[src/rtl/md_pkg.sv]
// Shared types and class-decode helpers for the EX-stage multiply/divide controller.
// Op encodings above MD_MTLO are illegal and decode as MD_NONE.
package md_pkg;

  typedef enum logic [3:0] {
    MD_NONE  = 4'd0,
    MD_MULT  = 4'd1,
    MD_MULTU = 4'd2,
    MD_DIV   = 4'd3,
    MD_DIVU  = 4'd4,
    MD_MADD  = 4'd5,
    MD_MADDU = 4'd6,
    MD_MSUB  = 4'd7,
    MD_MSUBU = 4'd8,
    MD_MFHI  = 4'd9,
    MD_MFLO  = 4'd10,
    MD_MTHI  = 4'd11,
    MD_MTLO  = 4'd12
  } md_op_e;

  typedef enum logic [1:0] {
    ST_IDLE     = 2'd0,
    ST_MUL_BUSY = 2'd1,
    ST_DIV_BUSY = 2'd2
  } md_state_e;

  localparam int MD_MUL_LAT_DEF = 5;
  localparam int MD_DIV_LAT_DEF = 10;
  localparam int MD_CNT_W_DEF   = 4;

  function automatic logic [3:0] md_sanitize(input logic [3:0] op);
    return (op > MD_MTLO) ? MD_NONE : op;
  endfunction

  function automatic logic is_arith(input logic [3:0] op);
    return (op >= MD_MULT) && (op <= MD_MSUBU);
  endfunction

  function automatic logic is_div(input logic [3:0] op);
    return (op == MD_DIV) || (op == MD_DIVU);
  endfunction

  function automatic logic is_move(input logic [3:0] op);
    return (op == MD_MTHI) || (op == MD_MTLO);
  endfunction

  function automatic logic is_read(input logic [3:0] op);
    return (op == MD_MFHI) || (op == MD_MFLO);
  endfunction

endpackage

[src/rtl/md_lat_counter.sv]
// Loadable down-counter; o_last flags the final busy cycle (count == 1), zero latency.
// Load wins over decrement; holds at zero; no backpressure.
module md_lat_counter #(
  parameter int CNT_W = 4
) (
  input  logic             clk,
  input  logic             reset,
  input  logic             i_load,
  input  logic [CNT_W-1:0] i_load_val,
  output logic [CNT_W-1:0] o_cnt,
  output logic             o_last
);

  logic [CNT_W-1:0] r_cnt;

  always_ff @(posedge clk) begin
    if (reset) begin
      r_cnt <= '0;
    end else if (i_load) begin
      r_cnt <= i_load_val;
    end else if (r_cnt != '0) begin
      r_cnt <= r_cnt - 1'b1;
    end
  end

  assign o_cnt  = r_cnt;
  assign o_last = (r_cnt == CNT_W'(1));

endmodule

[src/rtl/md_ctrl.sv]
// MD-unit issue/stall controller: start is combinational in the issue cycle, busy for LAT cycles after.
// MD ops stall while busy; optional MD_DIVZERO_FAST_EN retires divide-by-zero without a busy window.
module md_ctrl
  import md_pkg::*;
#(
  parameter int MUL_LAT = MD_MUL_LAT_DEF,
  parameter int DIV_LAT = MD_DIV_LAT_DEF,
  parameter int CNT_W   = MD_CNT_W_DEF
) (
  input  logic       clk,
  input  logic       reset,
  input  logic       ex_valid,
  input  logic       ex_flush,
  input  logic [3:0] md_op,
  input  logic       rt_zero,
  output logic       start,
  output logic [3:0] md_op_q,
  output logic       hilo_we,
  output logic       rd_en,
  output logic       busy,
  output logic       stall,
  output logic       done
);

  md_state_e        r_state;
  md_state_e        w_state_nxt;
  logic [3:0]       r_md_op_q;
  logic [3:0]       w_op;
  logic             w_act;
  logic             w_busy;
  logic             w_start;
  logic             w_hilo_we;
  logic             w_rd_en;
  logic             w_stall;
  logic             w_load;
  logic [CNT_W-1:0] w_load_val;
  logic [CNT_W-1:0] w_cnt;
  logic             w_cnt_last;
  logic             w_divzero_fast;

  assign w_op   = md_sanitize(md_op);
  assign w_act  = ex_valid & ~ex_flush & (w_op != MD_NONE);
  assign w_busy = (r_state != ST_IDLE);

`ifdef MD_DIVZERO_FAST_EN
  assign w_divzero_fast = is_div(w_op) & rt_zero;
`else
  logic w_unused_rt_zero;
  assign w_unused_rt_zero = rt_zero;
  assign w_divzero_fast   = 1'b0;
`endif

  md_lat_counter #(
    .CNT_W(CNT_W)
  ) u_lat_counter (
    .clk       (clk),
    .reset     (reset),
    .i_load    (w_load),
    .i_load_val(w_load_val),
    .o_cnt     (w_cnt),
    .o_last    (w_cnt_last)
  );

  always_comb begin
    w_state_nxt = r_state;
    w_start     = 1'b0;
    w_hilo_we   = 1'b0;
    w_rd_en     = 1'b0;
    w_stall     = 1'b0;
    w_load      = 1'b0;
    w_load_val  = '0;
    case (r_state)
      ST_IDLE: begin
        if (w_act) begin
          if (is_arith(w_op)) begin
            w_start = 1'b1;
            // Divide-by-zero fast path: HI/LO stay unchanged, so nothing to wait for.
            if (!w_divzero_fast) begin
              w_load = 1'b1;
              if (is_div(w_op)) begin
                w_load_val  = CNT_W'(DIV_LAT);
                w_state_nxt = ST_DIV_BUSY;
              end else begin
                w_load_val  = CNT_W'(MUL_LAT);
                w_state_nxt = ST_MUL_BUSY;
              end
            end
          end else if (is_move(w_op)) begin
            w_hilo_we = 1'b1;
          end else if (is_read(w_op)) begin
            w_rd_en = 1'b1;
          end
        end
      end
      default: begin
        // Flush does not release the stall: the op in EX may be replaced, not dropped.
        w_stall = ex_valid & (w_op != MD_NONE);
        if (w_cnt_last) begin
          w_state_nxt = ST_IDLE;
        end
      end
    endcase
  end

  always_ff @(posedge clk) begin
    if (reset) begin
      r_state   <= ST_IDLE;
      r_md_op_q <= MD_NONE;
    end else begin
      r_state <= w_state_nxt;
      if (w_start) begin
        r_md_op_q <= w_op;
      end
    end
  end

  // The issuing op is forwarded so md_op_q is meaningful in the start cycle itself.
  assign start   = w_start & ~reset;
  assign md_op_q = reset ? MD_NONE : (w_start ? w_op : r_md_op_q);
  assign hilo_we = w_hilo_we & ~reset;
  assign rd_en   = w_rd_en & ~reset;
  assign busy    = w_busy & ~reset;
  assign stall   = w_stall & ~reset;
  assign done    = w_busy & w_cnt_last & ~reset;

endmodule

[config.mk]
export PLATFORM = sky130hd
export DESIGN_NAME = md_ctrl
export DESIGN_NICKNAME = d
export VERILOG_FILES = /design/src/rtl/md_pkg.sv /design/src/rtl/md_lat_counter.sv /design/src/rtl/md_ctrl.sv
export SDC_FILE = /design/constraint.sdc
export NUM_CORES = 1
export LEC_CHECK = 0
export ABC_AREA = 1
export BUFFER_PORTS_ARGS = -buffer_cell sky130_fd_sc_hd__buf_4
export CAP_MARGIN = 20
export CORE_MARGIN = 2
export CORE_UTILIZATION = 34
export DETAILED_ROUTE_END_ITERATION = 7
export GPL_TIMING_DRIVEN = 0
export HOLD_SLACK_MARGIN = 0.05
export PLACE_DENSITY_LB_ADDON = 0.05
export SYNTH_ARGS = -nofsm -noshare
export SYNTH_HDL_FRONTEND = slang
export SYNTH_HIERARCHICAL = 1
export SYNTH_SLANG_ARGS = --single-unit
export TNS_END_PERCENT = 30
[constraint.sdc]
create_clock -name clk -period 1.6 [get_ports clk]
set_input_delay 0 -clock clk [delete_from_list [all_inputs] [get_ports clk]]
set_output_delay 0 -clock clk [all_outputs]
set_load 0.02 [all_outputs]
==> impl_metrics.toml, run 1 <==
[timing]
hold_viol = 0
fin_skew_ns = 0.00368
clock.fmax_ghz = 0.685
holdWs_ns = 0.0605
max-slew-margin-rel = 0.730
finalSetupTns_ns = 0
worstMarginPinSlew_ns = 0.402
final_max_slew_viol_count = 0
fin_crit_ns = 1.46
rsz0062_at_grt = "no"
timing.final.crit_share = 0.913
setup_viol = 0

[status]
outcome = "completed"

[finish]
n_antenna_cell = 0
multi_input_area_sq_um = 452
final_common_cell = "nand2_1"
drive_gt1_frac = 0.324
nets = 149
ff_latch_area_sq_um = 200
num-fill-cells = 213
syn2layout_area_growth_pct = 34.8
final_cell_mix = "nand2_1, buf_4, inv_1"
fin_area_sq_um = 960

[die]
initial_utilization = 0.363
die_h_microns = 49.8
ioPinCount = 19
die_w_microns = 49.8
core.rowCount = 16
core_area_sq_um = 1960
dieArea_sq_um = 2480

[worst_setup_path]
cp.arrival_ns = 1.46
rrSetupSlack_ns = 0.16
critical_path_buf_inv_count = 1
r2r_start = "r_state[0]"
rr_worst_depth = 8
cp_cell_sequence = "nor2_4, nand4_2, nand2_1, nand2_1, a21oi_1, buf_4"
cp-start-kind = "register"
crit_top_cell = "nand2_1"
crit_start = "r_state[0]"
end_kind = "primary output"
cp_max_fo = 7
path_delay_family = "simple AND/OR/NAND/NOR gates"
slowest_stage = "dfxtp_1"
required_ns = 1.60
critPathMaxStageDelay_ns = 0.33
critPathKind = "register to primary output"
timing.rr.end = "u_lat_counter/o_cnt[3]"
worstSetupPathDepth = 6

[power_and_ir_drop]
p_comb_frac = 0.437
share_seq_of_total_power = 0.349
p_sw_frac = 0.391
clkPwrFrac = 0.214
vdd_drop_max_mv = 0.647
power.switching_mw = 0.400
pwr_density_cell_nw_per_um2 = 1070
p_leak_nw = 0.489
internal-power_mw = 0.624

[placed_design]
dpl_cell_area_sq_um = 873
io_buffers = 17
dp_hpwl_microns = 1200
gp_congestion = 0.791

[clock_network]
path_clk_slew_ns = 0.06
cts_buffer_depth = 2
numCtsBuffers = 3
clockRootBuffer = "clkbuf_4"
insertion_delay_ns = 0.26
tritoncts = "yes"
htreeDepth = 1
cts_num_sinks = 10

[global_routing]
overflow = 0
grt_max_degree = 11
grt_pass1_vias = 669
track_usage = 0.140
grt_pass1_wl_microns = 2720
antenna_found_initial = 0

[synth]
yosysWarnings = 6
ys_seq_elements = 10
ys_seq_area_frac = 0.281
synth_top_area_share = 0.281
synth_area_sq_um = 712
yosys.area.top_type = "dfxtp_1"
ys_types = 23
syn_avg_cell_area_sq_um = 6.47
synth_area_leaders = "dfxtp_1, nand2_1, inv_1"
syn_nets = 122
syn_inst = 110

[detailed_routing]
drt-total-wl_microns = 1550
wl_per_cell_microns = 9.48
first_iter_violations = 10
dr.pass1.iters = 4
ant_nets = 0
drc = 0
via_count = 745
viasPerCell = 4.57

[hold_path]
whs_path_depth = 3
hold_class = "input port to register"
min_to = "r_md_op_q[3]"
hp-start = "md_op[3]"

[run]
cap_viol_max_count = 0
==> cells in the mapped netlist <==
| cell | instances |
|---|---|
| a21oi_1 | 6 |
| a21oi_2 | 1 |
| and3_1 | 1 |
| dfxtp_1 | 10 |
| ha_1 | 3 |
| inv_1 | 15 |
| inv_2 | 3 |
| nand2_1 | 21 |
| nand2_2 | 6 |
| nand3_1 | 7 |
| nand3_2 | 3 |
| nand4_1 | 2 |
| nand4_2 | 1 |
| nor2_1 | 15 |
| nor2_2 | 3 |
| nor2_4 | 1 |
| nor3_1 | 1 |
| nor3b_1 | 1 |
| nor4_1 | 1 |
| o21ai_0 | 4 |
| o21ai_1 | 3 |
| o21ai_2 | 1 |
| or2_0 | 1 |
==> power groups by stage <==
stage	logic (mW)	registers, mW	clock network [mW]
after floorplan	0.339	0.347	0
after global routing	0.517	0.367	0.250
after detailed placement	0.437	0.360	0
final	0.448	0.357	0.219
after CTS	0.444	0.355	0.227
after global placement	0.438	0.358	0
==> sequential cells by signal (all words and copies together) (netlist names) <==
register,cells
r_md_op_q,4
r_state,2
u_lat_counter/o_cnt,4
==> repair_timing <==
action,4_1_cts,5_1_grt
buffers inserted,0,3
hold endpoints to repair,5,0
pin swaps,0,1
endpoints found under the setup margin,5,5
gates resized for setup,1,1
hold buffers,2,0
gates cloned,0,0
==> area by class of cell <==
cell class / count / area share
Inverter: 18 / 0.0704
Clock buffer: 4 / 0.0378
Sequential cell: 10 / 0.209
Multi-Input combinational cell: 82 / 0.471
Timing Repair Buffer: 22 / 0.177
Tap cell: 27 / 0.0352
==> worst min-delay path, stage by stage <==
cell and delay [ns]:
buf_4 0.14, nand2_1 0.07, a21oi_1 0.07
==> logic make-up (layout without fill, tap and decap cells) <==
group           count (synthesis)  count (layout)  share of synthesized area
flops                          10              10                      0.281
fa+ha+maj                       3               3                     0.0527
buf+inv                        18              44                     0.0949
simple gates                   64              64                      0.455
compound gates                 15              15                      0.116
==> per-layer routing <==
layer,vias to the layer above,global-route usage,share of wire
li1,404,-,-
met1,326,0.196,0.53
met2,15,0.211,0.42
met3,0,0.0545,0.057
met4,0,0.0139,0
met5,-,0,0
==> through the flow <==
| stage | power, mW | cells | setup WS [ns] | utilization |
|---|---|---|---|---|
| floorplan | 0.686 | 110 | 0.137 | - |
| global placement | 0.796 | 154 | 0.0770 | 0.445 |
| detailed placement | 0.797 | 154 | 0.0797 | 0.445 |
| CTS | 1.03 | 160 | 0.0703 | 0.475 |
| global route | 1.13 | 163 | 0.0180 | 0.489 |
| finish | 1.02 | 163 | 0.140 | 0.489 |
==> worst max-delay path by stage <==
stage	endpoint	slack, ns
after floorplan	rd_en	0.14
final	md_op_q[3]	0.14
after global placement	u_lat_counter/o_cnt[0]	0.08
after detailed placement	u_lat_counter/o_cnt[0]	0.08
after CTS	md_op_q[2]	0.07
after global routing	md_op_q[1]	0.02
Note: power is estimated with default switching activity, not from simulation.
==> run 2, diff against run 1 <==
- PLACE_DENSITY: unset -> 0.66
- PLACE_DENSITY_LB_ADDON: 0.05 -> unset
==> impl_metrics.toml, run 2 (same netlist as run 1, synthesis figures left out) <==
[power_and_ir_drop]
internal-power_mw = 0.625
p_sw_frac = 0.391
share_seq_of_total_power = 0.344
vdd_drop_max_mv = 0.372
p_leak_nw = 0.484
clkPwrFrac = 0.219
power.switching_mw = 0.402
p_comb_frac = 0.437
p_total_mw = 1.03
pwr_density_cell_nw_per_um2 = 1060

[status]
outcome = "completed"

[timing]
setup_viol = 0
finalSetupTns_ns = 0
timing.final.crit_share = 0.923
fin_crit_ns = 1.48
fin_ws_ns = 0.123
rsz0062_at_grt = "no"
max-slew-margin-rel = 0.753
fin_skew_ns = 0.000461
clock.fmax_ghz = 0.677
final_max_slew_viol_count = 0
hold_viol = 0
worstMarginPinSlew_ns = 0.368

[worst_setup_path]
rr_worst_depth = 10
required_ns = 1.79
cp_max_fo = 6
end_kind = "register"
cp_cell_sequence = "nor2_4, nand3_2, nor2_4, buf_4, nand2_2, inv_1, nand2_1, o21ai_0, nand2_1, a21oi_1"
cp-start-kind = "register"
critPathKind = "register to register"
slowest_stage = "dfxtp_1"
critPathMaxStageDelay_ns = 0.34
cp.arrival_ns = 1.67

[placed_design]
gp_congestion = 0.778
dpl_cell_area_sq_um = 873
io_buffers = 17
dp_hpwl_microns = 1210
dpl_worst_slack_ns = 0.0914

[die]
core.rowCount = 16
die_w_microns = 49.8
dieArea_sq_um = 2480
core_area_sq_um = 1960
initial_utilization = 0.363
die_h_microns = 49.8
ioPinCount = 19

[finish]
final_cell_mix = "nand2_1, buf_4, inv_1"
nets = 148
final_common_cell = "nand2_1"
post-route-util = 0.493
drive_gt1_frac = 0.326
num-fill-cells = 219
fin_area_sq_um = 967
syn2layout_area_growth_pct = 35.9
n_antenna_cell = 0

[global_routing]
antenna_found_initial = 0
grt_pass1_wl_microns = 2580
overflow = 0
track_usage = 0.132
grt_max_degree = 11
grt_pass1_vias = 645

[hold_path]
hold_class = "input port to register"
whs_path_depth = 3

[clock_network]
tritoncts = "yes"
clockRootBuffer = "clkbuf_4"
htreeDepth = 1
numCtsBuffers = 3
cts_buffer_depth = 2
path_clk_slew_ns = 0.07
cts_num_sinks = 10
insertion_delay_ns = 0.26

[detailed_routing]
viasPerCell = 4.59
first_iter_violations = 12
drt-total-wl_microns = 1580
wl_per_cell_microns = 9.76
via_count = 743
ant_nets = 0
drc = 0
dr.pass1.iters = 3

[run]
cap_viol_max_count = 0
-- run 2: cell count changes in the layout (fill, tap and decap cells not counted), sizes merged --
cell,delta
buf,-1
-- run 2: final timing paths --
check | start | end | slack [ns]
worst max-delay path | r_state[0] | u_lat_counter/o_cnt[1] | 0.12
worst min-delay path | md_op[3] | r_md_op_q[3] | 0.07
worst max register to register | r_state[0] | u_lat_counter/o_cnt[1] | 0.12
worst min register to register | r_md_op_q[1] | r_md_op_q[1] | 0.48
-- run 2: metrics by stage --
step / std cells / hold WS, ns
floorplan: 110 / 0.0514
global placement: 154 / 0.254
detailed placement: 154 / 0.257
CTS: 160 / 0.0590
global route: 162 / 0.0645
finish: 162 / 0.0665
-- run 2: worst max-delay path: cells and delay by family (launching register included) --
| family | cells | cell delay [ns] |
|---|---|---|
| AO/OA/AOI/OAI | 2 | 0.17 |
| flip-flops | 1 | 0.34 |
| buffers and inverters | 2 | 0.23 |
| AND/OR/NAND/NOR | 6 | 0.67 |
-- run 2: final cells by class --
type                            instances  area (sq um)  share of cell area
Multi-Input combinational cell         82           467               0.483
Sequential cell                        10           200               0.207
Timing Repair Buffer                   21           163               0.168
Inverter                               18          67.6              0.0699
Clock buffer                            4          36.3              0.0375
Tap cell                               27          33.8              0.0349
-- run 2: power groups by stage --
stage	sequential (mW)	clock [mW]	combinational, mW
final	0.353	0.224	0.448
after global routing	0.362	0.245	0.508
after CTS	0.353	0.231	0.443
after detailed placement	0.359	0	0.436
after global placement	0.356	0	0.425
after floorplan	0.347	0	0.339
-- run 2: layer usage --
layer,part of all wire,vias up,GRT usage
li1,-,401,-
met4,0.0089,0,0.0556
met1,0.45,325,0.168
met3,0.035,2,0.0182
met5,0,-,0
met2,0.50,15,0.222
-- run 2: repair_timing --
item	4_1_cts	5_1_grt
buffers inserted	0	2
hold endpoints to repair	5	0
pin swaps	0	1
endpoints found under the setup margin	2	6
hold buffers	2	0
resized for setup	1	3
